`config.mk`:
```
export PLATFORM = sky130hd
export DESIGN_NAME = ifu_cache_ctrl
export DESIGN_NICKNAME = d
export VERILOG_FILES = /design/src/rtl/ifu_cache_ctrl_pkg.sv /design/src/rtl/ifu_cache_ctrl_plru.sv /design/src/rtl/ifu_cache_ctrl.sv
export SDC_FILE = /design/constraint.sdc
export NUM_CORES = 2
export LEC_CHECK = 0
export ABC_AREA = 1
export CAP_MARGIN = 20
export CORE_AREA = 2 2 461 463
export CTS_CLUSTER_SIZE = 24
export DETAILED_ROUTE_END_ITERATION = 12
export DIE_AREA = 0 0 463 465
export PLACE_DENSITY_LB_ADDON = 0.15
export SYNTH_ARGS = -nofsm -noshare
export SYNTH_HDL_FRONTEND = slang
export SYNTH_SLANG_ARGS = --single-unit
```
`constraint.sdc`:
```
create_clock -name clk -period 13.2 [get_ports clk]
set_input_delay 2.64 -clock clk [delete_from_list [all_inputs] [get_ports clk]]
set_output_delay 2.64 -clock clk [all_outputs]
set_load 0.01 [all_outputs]
```
`src/rtl/ifu_cache_ctrl_pkg.sv`:
```
// Shared types and sizing for the IFU instruction-cache controller and its
// replacement-policy block.
package ifu_cache_ctrl_pkg;

  localparam int WAYS_NUM      = 16;
  localparam int ADDR_W        = 32;
  localparam int LINE_W        = 128;
  localparam int WORD_W        = 32;
  localparam int LINE_OFFSET_W = 4;
  localparam int TAG_W         = ADDR_W - LINE_OFFSET_W;
  localparam int WAY_IDX_W     = $clog2(WAYS_NUM);

  typedef enum logic [2:0] {
    IDLE,
    LOOKUP,
    MISS_REQ,
    MISS_WAIT,
    FILL
  } t_ifu_ctrl_state;

  // Control bundle sent to the replacement block on every lookup outcome.
  typedef struct packed {
    logic                 update_tree;
    logic                 update_counter;
    logic                 cache_miss;
    logic [WAY_IDX_W-1:0] hit_cl;
  } t_cache_ctrl2_plru;

  // Extract one 32-bit instruction word from a line; word 0 sits in the LSBs.
  function automatic logic [WORD_W-1:0] line_word(input logic [LINE_W-1:0] line,
                                                   input logic [1:0]        sel);
    return line[int'(sel)*WORD_W +: WORD_W];
  endfunction

endpackage

```
`src/rtl/ifu_cache_ctrl_plru.sv`:
```
// Replacement block: tree pseudo-LRU over WAYS_NUM ways plus a cold-fill
// counter. Until every way has been filled once the victim is simply the next
// unused way; after that the tree picks the least-recently-touched half at
// each level. Tree node n has children 2n+1 (lower ways) and 2n+2 (upper ways);
// a node bit of 0 points the victim search at the lower half.
module ifu_cache_ctrl_plru
  import ifu_cache_ctrl_pkg::*;
(
  input  logic                 clk,
  input  logic                 rst,
  input  t_cache_ctrl2_plru    ctrl,
  output logic [WAY_IDX_W-1:0] evicted_cl
);

  localparam int NODE_W = $clog2(WAYS_NUM - 1);

  logic [WAYS_NUM-2:0]  tree_q;
  logic [WAYS_NUM-2:0]  tree_d;
  logic [WAY_IDX_W:0]   fill_cnt_q;
  logic [WAY_IDX_W-1:0] tree_victim;
  logic                 cold_done;

  assign cold_done = fill_cnt_q[WAY_IDX_W];

  // Follow the stored direction bits from the root down to a leaf.
  always_comb begin
    logic [NODE_W-1:0] node;
    tree_victim = '0;
    node        = '0;
    for (int lvl = 0; lvl < WAY_IDX_W; lvl++) begin
      tree_victim[WAY_IDX_W-1-lvl] = tree_q[node];
      node = NODE_W'(2 * int'(node) + 1 + int'(tree_q[node]));
    end
  end

  // Point every node on the touched way's path away from that way.
  always_comb begin
    logic [NODE_W-1:0] node;
    tree_d = tree_q;
    node   = '0;
    for (int lvl = 0; lvl < WAY_IDX_W; lvl++) begin
      tree_d[node] = ~ctrl.hit_cl[WAY_IDX_W-1-lvl];
      node = NODE_W'(2 * int'(node) + 1 + int'(ctrl.hit_cl[WAY_IDX_W-1-lvl]));
    end
  end

  // Tree and cold-fill counter state; the counter saturates once all ways are used.
  always_ff @(posedge clk or negedge rst) begin
    if (!rst) begin
      tree_q     <= '0;
      fill_cnt_q <= '0;
    end else begin
      if (ctrl.update_tree) begin
        tree_q <= tree_d;
      end
      if (ctrl.update_counter && ctrl.cache_miss && !cold_done) begin
        fill_cnt_q <= fill_cnt_q + (WAY_IDX_W + 1)'(1);
      end
    end
  end

  assign evicted_cl = cold_done ? tree_victim : fill_cnt_q[WAY_IDX_W-1:0];

endmodule

```
`src/rtl/ifu_cache_ctrl.sv`:
```
// Fully-associative instruction-cache controller between the fetch stage and
// the memory fabric. One request in flight; misses refill a whole line in a
// single memory beat into the way chosen by the replacement block.
//
// state     | meaning
// ----------+----------------------------------------------------------
// IDLE      | ready for a fetch; applies flush / pending flush
// LOOKUP    | hit: response and plru pulse visible; miss: capture victim
// MISS_REQ  | line request held on the mem side until accepted
// MISS_WAIT | waiting for the refill beat; writes the victim way
// FILL      | response from the new line plus plru pulse
module ifu_cache_ctrl
  import ifu_cache_ctrl_pkg::*;
(
  input  logic              clk,
  input  logic              rst,
  input  logic              flush,
  input  logic              core_req_valid,
  output logic              core_req_ready,
  input  logic [ADDR_W-1:0] core_req_addr,
  output logic              core_rsp_valid,
  output logic [WORD_W-1:0] core_rsp_data,
  output logic              mem_req_valid,
  input  logic              mem_req_ready,
  output logic [ADDR_W-1:0] mem_req_addr,
  input  logic              mem_rsp_valid,
  input  logic [LINE_W-1:0] mem_rsp_data
);

  t_ifu_ctrl_state      state_q;
  logic [TAG_W-1:0]     tag_q  [WAYS_NUM];
  logic [LINE_W-1:0]    data_q [WAYS_NUM];
  logic [WAYS_NUM-1:0]  valid_q;
  logic                 flush_pending_q;
  logic [TAG_W-1:0]     req_tag_q;
  logic [1:0]           req_word_q;
  logic                 lookup_hit_q;
  logic [WAY_IDX_W-1:0] victim_q;
  t_cache_ctrl2_plru    plru_ctrl;
  logic [WAY_IDX_W-1:0] evicted_cl;

  logic [TAG_W-1:0]     req_tag;
  logic                 hit;
  logic [WAY_IDX_W-1:0] hit_idx;
  logic                 fill_write;
  logic                 unused_addr_bits;

  assign req_tag          = core_req_addr[ADDR_W-1:LINE_OFFSET_W];
  assign unused_addr_bits = ^core_req_addr[1:0];
  assign core_req_ready   = (state_q == IDLE) && !flush && !flush_pending_q;
  assign fill_write       = (state_q == MISS_WAIT) && mem_rsp_valid;

  // Tag compare across all ways. A tag is only ever written into one way, so
  // at most one way matches and OR-ing the indices encodes the hit way.
  always_comb begin
    hit     = 1'b0;
    hit_idx = '0;
    for (int w = 0; w < WAYS_NUM; w++) begin
      if (valid_q[w] && (tag_q[w] == req_tag)) begin
        hit     = 1'b1;
        hit_idx = hit_idx | WAY_IDX_W'(w);
      end
    end
  end

  // Controller FSM with registered responses, memory request and plru pulses.
  // The compare is evaluated on the accept edge so that a hit response leaves
  // a flop during LOOKUP; the arrays cannot change between accept and LOOKUP.
  always_ff @(posedge clk or negedge rst) begin
    if (!rst) begin
      state_q         <= IDLE;
      valid_q         <= '0;
      flush_pending_q <= 1'b0;
      core_rsp_valid  <= 1'b0;
      core_rsp_data   <= '0;
      mem_req_valid   <= 1'b0;
      mem_req_addr    <= '0;
      req_tag_q       <= '0;
      req_word_q      <= '0;
      lookup_hit_q    <= 1'b0;
      victim_q        <= '0;
      plru_ctrl       <= '0;
    end else begin
      core_rsp_valid <= 1'b0;
      plru_ctrl      <= '0;
      if (flush && (state_q != IDLE)) begin
        flush_pending_q <= 1'b1;
      end
      case (state_q)
        IDLE: begin
          if (flush || flush_pending_q) begin
            valid_q         <= '0;
            flush_pending_q <= 1'b0;
          end else if (core_req_valid) begin
            req_tag_q    <= req_tag;
            req_word_q   <= core_req_addr[3:2];
            lookup_hit_q <= hit;
            if (hit) begin
              core_rsp_valid <= 1'b1;
              core_rsp_data  <= line_word(data_q[hit_idx], core_req_addr[3:2]);
              plru_ctrl      <= '{update_tree: 1'b1, update_counter: 1'b1,
                                  cache_miss: 1'b0, hit_cl: hit_idx};
            end
            state_q <= LOOKUP;
          end
        end
        LOOKUP: begin
          if (lookup_hit_q) begin
            state_q <= IDLE;
          end else begin
            victim_q      <= evicted_cl;
            mem_req_valid <= 1'b1;
            mem_req_addr  <= {req_tag_q, {LINE_OFFSET_W{1'b0}}};
            state_q       <= MISS_REQ;
          end
        end
        MISS_REQ: begin
          if (mem_req_ready) begin
            mem_req_valid <= 1'b0;
            state_q       <= MISS_WAIT;
          end
        end
        MISS_WAIT: begin
          if (mem_rsp_valid) begin
            valid_q[victim_q] <= 1'b1;
            core_rsp_valid    <= 1'b1;
            core_rsp_data     <= line_word(mem_rsp_data, req_word_q);
            plru_ctrl         <= '{update_tree: 1'b1, update_counter: 1'b1,
                                   cache_miss: 1'b1, hit_cl: victim_q};
            state_q           <= FILL;
          end
        end
        FILL: begin
          state_q <= IDLE;
        end
        default: begin
          state_q <= IDLE;
        end
      endcase
    end
  end

  // Line storage; contents are meaningless until the matching valid bit is set.
  always_ff @(posedge clk) begin
    if (fill_write) begin
      tag_q[victim_q]  <= req_tag_q;
      data_q[victim_q] <= mem_rsp_data;
    end
  end

  ifu_cache_ctrl_plru plru (
    .clk        (clk),
    .rst        (rst),
    .ctrl       (plru_ctrl),
    .evicted_cl (evicted_cl)
  );

endmodule

```
==> flow_summary.yaml <==
yosys:
  synth.most_common_cell: "nand2_1"
  synth_cell_types: 54
  synthFlopType: "edfxtp_1"
  ys_ff_latch: 2638
  synthTopCellsByArea: "edfxtp_1, nand2_1, nand3_1"
  syn_area_mm2: 0.1194
  ys_seq_area_share_pct: 65.77
  netlist.area_leader.share_pct: 62.79
  synth_commonest_cells: "nand2_1, edfxtp_1, nand3_1"
  syn_inst: 11340
  syn_area_per_cell_um2: 10.52
  async_flop_share_pct: 5.383
  synth_edf_count: 2496
  yosysWarnings: 0
  synth_top_cell_by_area: "edfxtp_1"
routing:
  routed_via_density: 6.162
  dr.first_iter.drc_count: 12620
  wl_met2_mm: 179.5
  top_layer: "met5"
  wl_per_cell_um: 28.12
  dr_wl_met3_mm: 53.23
  drt-met1-wl_mm: 154.8
  drc: 0
  wl_mm: 405.6
  dr.pass1.iters: 8
  vias: 88870
  ant_nets: 0
hold_path:
  hold_class: "flop to flop"
  whs_path_depth: 0
  min_to: "tag_q[10][9]"
  hold_start: "req_tag_q[9]"
place:
  place_congestion: 0.9487
  io_buffers: 226
  place_area_mm2: 0.1230
  dp_slack_ns: 4.465
  dp.final_hpwl_mm: 215.8
floorplanning:
  die_w_um: 463
  start_util_pct: 56.62
  chipHeight_um: 465
  io_pins: 233
  coreArea_mm2: 0.2108
  dieArea_mm2: 0.2153
  rows: 169
cts:
  cts_repair_resize_count: 0
  clock_path_buffers: 4
  cts_buffers: 292
  cts_hold_buffers: 0
  cts_tree: "yes"
  cts-root-buf: "clkbuf_16"
  clk_pin_slew_ns: 0.06
  h-tree-depth: 5
  post-cts-setup-buffer-count: 0
  cts.sinks: 2638
  clock_latency_ns: 0.98
power:
  cellLeakagePower_nw: 50.73
  powerDensity_mw_per_mm2: 149.9
  ir_worst_vdd_mv: 0.1625
  power_frac_comb_pct: 10.3
  power_switching_mw: 5.116
  internal_power_mw: 14.70
  p_seq_share_pct: 49.7
  swShare_pct: 25.82
  clkPwrFrac_pct: 40.0
setup_path:
  cp.required_ns: 14.07
  worst_path_most_repeated_cell: "nand2_1"
  endpoint_kind: "flop"
  r2r-start: "flush_pending_q"
  reg2regPathDepth: 13
  crit_arrival_ns: 8.89
  slowest_delay_ns: 0.77
  cpMaxStageDelayCell: "inv_2"
  reg2reg_to: "data_q[7][118]"
  rrSetupSlack_ns: 7.80
  critPathLaunchType: "primary input"
  critical_path_class: "primary input to flop"
  cp_max_fo: 72
sta:
  slew_headroom_pct: 10.17
  setup_viol: 0
  drv_slew: 0
  postLayoutSetupSlackWorst_ns: 5.174
  period_share_pct: 60.81
  timing.hold.ws_ns: 0.4487
  worst_pin_slew_ns: 1.347
  fmaxAchievable_mhz: 124.6
  period_needed_ns: 8.026
  skew_ns: 0.06691
  grt_setup_unrepaired: "no"
  hold_viol: 0
run_status:
  status: "complete, no violations"
global_route:
  grt_overflow_total: 0
  grt_pass1_wl_mm: 577.6
  grt.total_usage_pct: 37.10
  grt_pass1_vias: 82720
  antenna_found_initial: 69
  grt_max_degree: 207
cells_and_area:
  register_area_mm2: 0.07851
  fillCellCount: 16630
  final_nets: 11540
  drive_above_1_share_pct: 6.007
  area_growth_pct: 10.76
  multi_input_area_mm2: 0.03337
  design_area_mm2: 0.1322
flow_run:
  max_cap_violations: 0
[power groups by stage]
stage / combinational [mW] / clock (mW) / sequential (mW)
final: 2.05 / 7.92 / 9.85
after global routing: 2.11 / 8.28 / 9.84
after CTS: 1.97 / 7.95 / 9.83
after detailed placement: 1.96 / 0 / 10.0
after global placement: 1.94 / 0 / 10.0
after floorplan: 0.700 / 0 / 9.95
[routing by layer]
metal,vias up,GRT usage [%]
met5,-,0
met4,58,15.14
met3,1029,9.162
met2,5796,55.95
met1,43190,51.91
li1,38800,-
[layout by cell type, fill, tap and decap left out, types with 24 or more instances in the layout]
master	n
a21oi_1	73
buf_12	24
buf_4	158
clkbuf_1	58
clkbuf_16	301
clkdlybuf4s50_1	218
clkinv_1	49
clkinv_2	53
dfrtp_1	137
diode_2	32
edfxtp_1	2496
inv_1	957
inv_2	24
nand2_1	2976
nand3_1	2176
nand3b_1	521
nand4_1	93
nor2_1	565
nor3_1	33
o21ai_0	185
o21ai_1	45
o22ai_1	64
or2_2	25
xnor2_1	111
xor2_1	34
[cells by family after synthesis]
group | count (synthesis) | synth area share (%)
AND/OR/NAND/NOR | 6480 | 24.78
flip-flops | 2638 | 65.77
buffers and inverters | 1672 | 6.470
AO/OA/AOI/OAI | 392 | 1.764
XOR/XNOR | 147 | 1.091
adder cells (fa/ha/maj) | 9 | 0.09434
multiplexers | 3 | 0.02725
other | 1 | 0.003142
[area by class of cell]
class | count | area share, %
flip-flops and latches | 2638 | 59.38
multi-input cells | 7035 | 25.24
clock buffers | 366 | 5.935
repair buffers | 407 | 2.944
inverters | 991 | 2.828
well taps | 2821 | 2.670
clock inverters | 133 | 0.9378
diodes | 32 | 0.06057
[metrics by stage]
stage	TNS (ns)	power, mW	cells	util (%)
after floorplan	-586.61	10.65	11350	-
after global placement	0	11.95	13890	58.36
after detailed placement	0	11.97	13890	58.37
after CTS	0	19.75	14390	62.68
after global routing	0	20.23	14400	62.69
final	0	19.82	14420	62.71
[worst max-delay path: cells and delay by family]
| family | cells | cell delay [ns] |
|---|---|---|
| and+or+nand+nor | 20 | 3.15 |
| buffers and inverters | 6 | 2.92 |
[sequential cells by signal (all words and copies together), names as in the netlist]
register,count
data_q,2048
tag_q,448
core_rsp_data,32
mem_req_addr,28
req_tag_q,28
valid_q,16
plru.tree_q,15
plru.fill_cnt_q,5
plru_ctrl,5
victim_q,4
state_q,3
req_word_q,2
core_rsp_valid,1
flush_pending_q,1
lookup_hit_q,1
mem_req_valid,1
[worst max path at each step]
stage                        to         startpoint  slack [ns]
5_1_grt        core_rsp_data[9]  core_req_addr[19]        4.97
2_1_floorplan     data_q[11][0]              flush       -1.87
3_5_place_dp   core_rsp_data[9]  core_req_addr[21]        4.47
4_1_cts        core_rsp_data[5]  core_req_addr[21]        5.47
3_3_place_gp   core_rsp_data[9]  core_req_addr[21]        4.48
6_report       core_rsp_data[9]  core_req_addr[19]        5.17
Power figures use the tool's default switching activity.
